`src/rtl/traffic_light_pkg.sv`:
```
// traffic_light_pkg: shared state encoding and phase-duration lookup for the traffic light controller
package traffic_light_pkg;

    typedef enum logic [2:0] {
        OFF            = 3'd0,
        CAR_GREEN      = 3'd1,
        CAR_YELLOW     = 3'd2,
        ALL_RED        = 3'd3,
        PED_GREEN      = 3'd4,
        PED_CLEAR      = 3'd5,
        CAR_RED_YELLOW = 3'd6
    } state_t;

    // Seconds loaded into the countdown on entry to a state; OFF has no timed phase.
    function automatic int phase_secs(state_t s, int t_green_min, int t_yellow, int t_all_red,
                                      int t_ped_green, int t_ped_clear, int t_red_yellow);
        return s == CAR_GREEN      ? t_green_min :
               s == CAR_YELLOW     ? t_yellow    :
               s == ALL_RED        ? t_all_red   :
               s == PED_GREEN      ? t_ped_green :
               s == PED_CLEAR      ? t_ped_clear :
               s == CAR_RED_YELLOW ? t_red_yellow : 0;
    endfunction

endpackage

```
`src/rtl/tl_req_latch.sv`:
```
// tl_req_latch: one pedestrian request channel (synchroniser, rising-edge detect, set/clear latch)
// Ports: clk, rst_n (sync, active low); req async button; set_en allows latching;
//   clr clears the latch and wins over a simultaneous set; pushed latched request.
module tl_req_latch (
    input  logic clk,
    input  logic rst_n,
    input  logic req,
    input  logic set_en,
    input  logic clr,
    output logic pushed
);

    logic meta, sync, prev;

    always_ff @(posedge clk) begin
        if (!rst_n) begin
            meta   <= 1'b0;
            sync   <= 1'b0;
            prev   <= 1'b0;
            pushed <= 1'b0;
        end else begin
            meta   <= req;
            sync   <= meta;
            prev   <= sync;
            pushed <= clr ? 1'b0 : pushed | (set_en && sync && !prev);
        end
    end

endmodule

```
`src/rtl/traffic_light_multi_ctrl.sv`:
```
// traffic_light_multi_ctrl: car/pedestrian signal controller with N_PED request buttons, min-green and safe switch-off
// Ports: clk, rst_n (sync, active low); switch_traffic_light_on_in async run(1)/off(0);
//   ped_request_in[N_PED] async buttons; car_*/ped_* lamp drives; pushed_out latched requests;
//   remaining_s_out seconds left in the timed phase; phase_out current state code.
module traffic_light_multi_ctrl #(
    parameter int CLK_HZ       = 1_000_000,
    parameter int N_PED        = 2,
    parameter int CNT_W        = 8,
    parameter int T_GREEN_MIN  = 10,
    parameter int T_YELLOW     = 3,
    parameter int T_ALL_RED    = 2,
    parameter int T_PED_GREEN  = 10,
    parameter int T_PED_CLEAR  = 3,
    parameter int T_RED_YELLOW = 1
) (
    input  logic             clk,
    input  logic             rst_n,
    input  logic             switch_traffic_light_on_in,
    input  logic [N_PED-1:0] ped_request_in,
    output logic             car_red_light_out,
    output logic             car_yellow_light_out,
    output logic             car_green_light_out,
    output logic             ped_red_light_out,
    output logic             ped_green_light_out,
    output logic [N_PED-1:0] pushed_out,
    output logic [CNT_W-1:0] remaining_s_out,
    output logic [2:0]       phase_out
);

    import traffic_light_pkg::*;

    localparam int PW = $clog2(CLK_HZ);

    logic             sw_meta, sw_on;
    logic [PW-1:0]    pre;
    logic [CNT_W-1:0] rem;
    logic             flash;
    state_t           state, state_next;
    logic             tick, half, expire, set_en, clr;

    assign tick   = pre == PW'(CLK_HZ - 1);
    assign half   = pre == PW'(CLK_HZ / 2 - 1);
    assign expire = tick && rem == CNT_W'(1);
    assign set_en = state != OFF && state != PED_GREEN;
    // Requests are served (or abandoned) on these entries, so the latches clear there.
    assign clr    = state_next != state && (state_next == PED_GREEN || state_next == OFF);

    assign remaining_s_out = rem;
    assign phase_out       = state;

    for (genvar i = 0; i < N_PED; i++) begin : g_req
        tl_req_latch u_req (
            .clk    (clk),
            .rst_n  (rst_n),
            .req    (ped_request_in[i]),
            .set_en (set_en),
            .clr    (clr),
            .pushed (pushed_out[i])
        );
    end

    always_ff @(posedge clk) begin
        if (!rst_n) begin
            sw_meta <= 1'b0;
            sw_on   <= 1'b0;
            state   <= OFF;
        end else begin
            sw_meta <= switch_traffic_light_on_in;
            sw_on   <= sw_meta;
            state   <= state_next;
        end
    end

    // Switch-off is only honoured at the end of yellow, the end of ped-clear and in green,
    // so no pedestrian or car phase is ever cut short.
    always_comb begin
        car_red_light_out    = state inside {ALL_RED, PED_GREEN, PED_CLEAR, CAR_RED_YELLOW};
        car_yellow_light_out = state == CAR_YELLOW || state == CAR_RED_YELLOW || (state == OFF && !flash);
        car_green_light_out  = state == CAR_GREEN;
        ped_red_light_out    = state != OFF && state != PED_GREEN;
        ped_green_light_out  = state == PED_GREEN;
        state_next           = state;
        case (state)
            OFF:            state_next = sw_on ? PED_CLEAR : OFF;
            CAR_GREEN:      state_next = !sw_on || (|pushed_out && (rem == '0 || expire)) ? CAR_YELLOW : CAR_GREEN;
            CAR_YELLOW:     state_next = !expire ? CAR_YELLOW : sw_on ? ALL_RED : OFF;
            ALL_RED:        state_next = expire ? PED_GREEN : ALL_RED;
            PED_GREEN:      state_next = expire ? PED_CLEAR : PED_GREEN;
            PED_CLEAR:      state_next = !expire ? PED_CLEAR : sw_on ? CAR_RED_YELLOW : OFF;
            CAR_RED_YELLOW: state_next = expire ? CAR_GREEN : CAR_RED_YELLOW;
            default:        state_next = OFF;
        endcase
    end

    // In OFF the prescaler runs at half period to drive the yellow flash; elsewhere it
    // paces the seconds countdown, which saturates at 0 (used as min-green elapsed).
    always_ff @(posedge clk) begin
        if (!rst_n) begin
            pre   <= '0;
            rem   <= '0;
            flash <= 1'b0;
        end else if (state_next != state) begin
            pre   <= '0;
            rem   <= CNT_W'(phase_secs(state_next, T_GREEN_MIN, T_YELLOW, T_ALL_RED,
                                       T_PED_GREEN, T_PED_CLEAR, T_RED_YELLOW));
            flash <= 1'b0;
        end else if (state == OFF) begin
            pre   <= half ? '0 : pre + 1'b1;
            flash <= flash ^ half;
        end else begin
            pre <= tick ? '0 : pre + 1'b1;
            rem <= tick && rem != '0 ? rem - 1'b1 : rem;
        end
    end

endmodule
```
`config.mk`:
```
export PLATFORM = sky130hd
export DESIGN_NAME = traffic_light_multi_ctrl
export DESIGN_NICKNAME = d
export VERILOG_FILES = /design/src/rtl/traffic_light_pkg.sv /design/src/rtl/tl_req_latch.sv /design/src/rtl/traffic_light_multi_ctrl.sv
export SDC_FILE = /design/constraint.sdc
export NUM_CORES = 1
export LEC_CHECK = 0
export BUFFER_PORTS_ARGS = -buffer_cell sky130_fd_sc_hd__buf_4
export CAP_MARGIN = 20
export CORE_MARGIN = 2
export CORE_UTILIZATION = 28
export CTS_BUF_LIST = sky130_fd_sc_hd__clkbuf_8
export DETAILED_ROUTE_END_ITERATION = 6
export PLACE_DENSITY = 0.43
export SLEW_MARGIN = 10
export SYNTH_ARGS = -nofsm -noshare
export SYNTH_HDL_FRONTEND = slang
export SYNTH_SLANG_ARGS = --single-unit
```
`constraint.sdc`:
```
create_clock -name clk -period 4.5 [get_ports clk]
set_clock_uncertainty 0.1 [all_clocks]
set_input_delay 0.45 -clock clk [delete_from_list [all_inputs] [get_ports clk]]
set_output_delay 0.45 -clock clk [all_outputs]
set_load 0.01 [all_outputs]
```
==> flow_summary.toml, run 1 <==
[critical_path]
timing.rr.end = "remaining_s_out[1]$_SDFFE_PN0P_"
rr_worst_depth = 8
worstPathRequired_ns = 4.58
crit_fanout = 8
rr_startpoint = "pre[0]$_SDFF_PP0_"
r2r_slack_ns = 1.53
endpoint_kind = "flop"
cp-start-kind = "flop"
arrival_ns = 3.05
setup.worst_path.class = "flop to flop"

[floorplanning]
io_pins = 23
die_h_um = 90.3
coreArea_um2 = 7210
die_x_um = 90.3
rows = 31
start_util = 0.289
fp.dieArea_um2 = 8150

[timing]
finalHoldViolCount = 0
slew_viol_final = 0
timing.fmax_mhz = 336
rsz0062_at_grt = "no"
finalSetupViolations = 0
slew_headroom = 0.524
min_period_ns = 2.97
period_share = 0.661
worst_slew_pin_slew_ns = 0.714
tns_ns = 0

[placement]
numPortBuffers = 22
hpwl_um = 3290
gp_congestion = 0.759
dp_cells = 355

[clock_tree]
clock_latency_ns = 0.29
cts_tree = "done"
cts-hold-fix-buffers = 0
path_clk_slew_ns = 0.08
cts_buffers = 5
root_buffer = "clkbuf_8"
cts_sinks = 42
post-cts-setup-buffers = 0
cts_max_level = 2
ctsResizeCount = 0
cts_buffer_depth = 2

[global_route]
grt_pass1_vias = 1627
overflow = 0
antenna_found_initial = 0
grt.total_usage = 0.117
grt_max_degree = 21
grt_pass1_wl_um = 7680

[drt]
vias_per_cell = 4.54
drc = 0
wl_um = 4580
via_count = 1648
wl_per_cell_um = 12.6
ant_nets = 0
first_pass_iters = 5
drt_iter0_markers = 81

[logic_synthesis]
async_reset_ff_frac = 0
seq_area_frac_synth = 0.404
synth_seq_cells = 42
yosys_warnings = 0
syn_avg_cell_area_um2 = 8.61
synthesis.nets = 251
syn_inst = 242
synthDistinctLibCells = 48
ys.flop_type = "dfxtp_1"
synth.cell_area_um2 = 2080
synth_edf_count = 0

[final_layout]
stdcell_count = 363
final_layout_size_suffix_gt1_frac = 0.155
area_delta_synth_final_pct = 16.3
antenna_cells = 0
fin_nets = 272
mostFrequentLayoutCell = "nor2_1"
layout_common_cells = "nor2_1 (48), dfxtp_1 (42), buf_4 (24)"
fillers = 784
fin_util = 0.336

[worst_hold_path]
worst_hold_path.endpoint = "g_req[0].u_req.meta$_SDFF_PN0_"
hp-class = "input port to flop"
whs_path_depth = 2
hp-start = "ped_request_in[0]"

[power_and_ir_drop]
cellPowerDensity_nw_per_um2 = 315
ir_worst_vdd_mv = 0.128
power.static_leakage_nw = 0.893

[run]
cap_viol_max_count = 0

[status]
status = "completed"
state kept, by name, summed over array words and instances, names as in the netlist:
| register | count |
|---|---|
| g_req.u_req.meta | 2 |
| flash | 1 |
| phase_out | 3 |
| g_req.u_req.sync | 2 |
| g_req.u_req.prev | 2 |
| sw_on | 1 |
| sw_meta | 1 |
| remaining_s_out | 8 |
| g_req.u_req.pushed | 2 |
| pre | 20 |
cell usage after synthesis, types with 4 or more instances:
master / number / area [um^2]
ha_1: 4 / 50.1
xnor2_1: 14 / 123
clkbuf_1: 4 / 15.0
nor3_1: 8 / 40.0
nand4_1: 4 / 25.0
inv_1: 9 / 33.8
xor2_1: 13 / 114
and2_1: 13 / 81.3
dfxtp_1: 42 / 841
nand3_1: 14 / 70.1
nor2_1: 48 / 180
nand2_1: 16 / 60.1
cells by family (layout without fill, tap and decap cells):
| group | count (synthesis) | in the layout | share of synthesized area |
|---|---|---|---|
| simple gates | 130 | 130 | 0.320 |
| flops | 42 | 42 | 0.404 |
| xor+xnor | 27 | 27 | 0.114 |
| compound gates | 19 | 19 | 0.0907 |
| buf+inv | 19 | 41 | 0.0432 |
| fa+ha+maj | 4 | 4 | 0.0240 |
| mux | 1 | 1 | 0.00480 |
per-stage QoR:
step                      worst slack (ns)  cell area (um^2)  hold slack [ns]  power, mW
after detailed placement              1.56              2330            0.318      0.527
after global routing                  1.32              2420            0.258      0.812
after global placement                1.52              2330            0.314      0.529
final                                 1.53              2420            0.266      0.763
after CTS                             1.54              2420            0.256      0.779
after floorplan                       1.86              2080            0.312      0.484
worst max-delay path by stage:
stage                                 endpoint               startpoint  depth (start not counted)
2_1_floorplan  remaining_s_out[1]$_SDFFE_PN0P_        pre[0]$_SDFF_PP0_                          9
3_3_place_gp   remaining_s_out[3]$_SDFFE_PN0P_  phase_out[2]$_SDFF_PN0_                          7
3_5_place_dp   remaining_s_out[1]$_SDFFE_PN0P_        pre[0]$_SDFF_PP0_                          8
4_1_cts        remaining_s_out[1]$_SDFFE_PN0P_        pre[0]$_SDFF_PP0_                          8
5_1_grt        remaining_s_out[3]$_SDFFE_PN0P_  phase_out[2]$_SDFF_PN0_                          7
6_report       remaining_s_out[1]$_SDFFE_PN0P_        pre[0]$_SDFF_PP0_                          8
critical path: stages (launching register included):
cell	delay, ns
dfxtp_1	0.38
ha_1	0.22
and4_1	0.27
nand2_1	0.12
or4_1	0.71
a41oi_2	0.28
o311ai_2	0.19
or2_1	0.31
o311a_1	0.29
metal layers:
layer / vias up / GRT usage / part of all wire
met4: 0 / 0.0487 / 0.014
li1: 862 / - / -
met1: 749 / 0.152 / 0.50
met3: 7 / 0.0326 / 0.046
met2: 30 / 0.182 / 0.44
met5: - / 0 / 0
report_power, final:
part	switching [mW]	total (mW)	internal (mW)
clock	0.124	0.245	0.122
combinational	0.0631	0.114	0.0513
sequential	0.0200	0.403	0.383
total	0.207	0.763	0.556
cell type report:
cell class | instances | area (um^2) | share of cell area
inverter | 9 | 33.8 | 0.0139
clock inverter | 2 | 8.76 | 0.00362
sequential | 42 | 841 | 0.347
tap | 99 | 124 | 0.0511
clock buffer | 6 | 82.6 | 0.0341
multi-input combinational | 181 | 1150 | 0.476
timing repair buffer | 24 | 180 | 0.0744
Note: power is estimated with default switching activity, not from simulation.
==> inputs of run 2 (changes only) <==
==> constraint.sdc (replaced) <==
create_clock -name clk -period 2.8 [get_ports clk]
set_clock_uncertainty 0.1 [all_clocks]
set_input_delay 0.28 -clock clk [delete_from_list [all_inputs] [get_ports clk]]
set_output_delay 0.28 -clock clk [all_outputs]
set_load 0.01 [all_outputs]
==> run 2 against run 1 <==
Compared with the run above: flip-flop and latch count stayed put; hold slack worse by 0.18 ns; global-route usage is 0.38 points higher; first-iteration DRC count is 20% lower; clock power is 64% higher; sequential power is 56% higher; via count is 6.1% higher; core utilization is 2.8 points higher; critical path type unchanged.
==> flow_summary.toml, run 2 (synthesis gave the netlist of run 1 again) <==
[timing]
slew_headroom = 0.622
rsz0062_at_grt = "yes"
period_share = 0.954
min_period_ns = 2.67
finalSetupViolations = 0
worst_slew_pin_slew_ns = 0.558
finalHoldViolCount = 0
timing.fmax_mhz = 374
slew_viol_final = 0
tns_ns = 0

[critical_path]
arrival_ns = 2.76
timing.rr.end = "remaining_s_out[1]$_SDFFE_PN0P_"
cp-start-kind = "flop"
endpoint_kind = "flop"
crit_fanout = 6
rr_worst_depth = 8
endpoint = "remaining_s_out[1]$_SDFFE_PN0P_"
r2r_slack_ns = 0.13
critical_path.startpoint = "pre[6]$_SDFF_PP0_"
rr_startpoint = "pre[6]$_SDFF_PP0_"
setup.worst_path.class = "flop to flop"
worstPathRequired_ns = 2.89

[global_route]
grt.total_usage = 0.121
grt_max_degree = 21
grt_pass1_wl_um = 7910
overflow = 0
antenna_found_initial = 0
grt_pass1_vias = 1651

[clock_tree]
cts_sinks = 42
cts-hold-fix-buffers = 0
cts_max_level = 2
path_clk_slew_ns = 0.08
root_buffer = "clkbuf_8"
clock_latency_ns = 0.29
post-cts-setup-buffers = 0
cts_buffer_depth = 2
cts_buffers = 5
cts_tree = "done"
ctsResizeCount = 0

[floorplanning]
start_util = 0.289
die_x_um = 90.3
rows = 31
io_pins = 23
die_h_um = 90.3
coreArea_um2 = 7210
fp.dieArea_um2 = 8150

[drt]
drc = 0
drt_iter0_markers = 65
via_count = 1749
first_pass_iters = 4
wl_um = 4750
ant_nets = 0
wl_per_cell_um = 12.3
vias_per_cell = 4.53

[status]
status = "completed"

[placement]
hpwl_um = 3450
gp_congestion = 0.835
numPortBuffers = 22

[final_layout]
area_delta_synth_final_pct = 26.1
antenna_cells = 0
multi_input_area_um2 = 1180
top_register = "pre"
register_area_um2 = 841
fillers = 782
fin_nets = 295
largest_reg_flops = 20
mostFrequentLayoutCell = "nor2_1"
final_layout_size_suffix_gt1_frac = 0.230
layout_common_cells = "nor2_1 (48), buf_4 (47), dfxtp_1 (42)"

[worst_hold_path]
hp-class = "input port to flop"
hp-start = "ped_request_in[0]"

[power_and_ir_drop]
cellPowerDensity_nw_per_um2 = 484
ir_worst_vdd_mv = 0.237
power.static_leakage_nw = 1.05
power_mw = 1.27

[run]
cap_viol_max_count = 0
==> run 2: worst min path at each step <==
stage	cells past startpoint	slack (ns)	endpoint
finish	2	0.09	g_req[0].u_req.meta$_SDFF_PN0_
global route	2	0.09	g_req[0].u_req.meta$_SDFF_PN0_
CTS	2	0.08	g_req[0].u_req.meta$_SDFF_PN0_
detailed placement	1	0.32	g_req[0].u_req.sync$_SDFF_PN0_
global placement	1	0.31	g_req[0].u_req.sync$_SDFF_PN0_
floorplan	1	0.30	g_req[0].u_req.meta$_SDFF_PN0_
==> run 2: layout make-up <==
class,instances,share of cell area
clock inverter,2,0.00333
clock buffer,6,0.0314
sequential,42,0.320
inverter,9,0.0129
tap,99,0.0471
multi-input combinational,181,0.451
timing repair buffer,47,0.134
==> run 2: metrics by stage <==
step / cell area, um^2 / worst slack, ns / instances / hold slack, ns / util
after global placement: 2500 / 0.0813 / 378 / 0.314 / 0.347
after floorplan: 2080 / 0.161 / 242 / 0.302 / -
final: 2630 / 0.129 / 386 / 0.0864 / 0.364
after CTS: 2590 / 0.0263 / 386 / 0.0792 / 0.360
after global routing: 2630 / -0.0369 / 386 / 0.0873 / 0.364
after detailed placement: 2500 / 0.0273 / 378 / 0.320 / 0.347
==> run 2: critical path: stages (launching register included) <==
cell and delay [ns]:
dfxtp_1 0.32, nor4_2 0.28, nand4_1 0.17, buf_4 0.18, or4_1 0.54, a32oi_2 0.24
o311ai_4 0.16, or2_1 0.28, o311a_1 0.29
==> run 2: where the power goes <==
part,switching [mW],total [mW],internal (mW)
combinational,0.132,0.241,0.109
clock,0.207,0.402,0.195
sequential,0.0116,0.627,0.616
total,0.350,1.27,0.921
==> run 2: per-layer routing <==
metal	vias to the layer above	GRT usage	wire, um
met5	-	0	0
met4	0	0.0436	70
met3	6	0.0309	126
met2	18	0.177	2080
met1	815	0.170	2480
li1	910	-	-
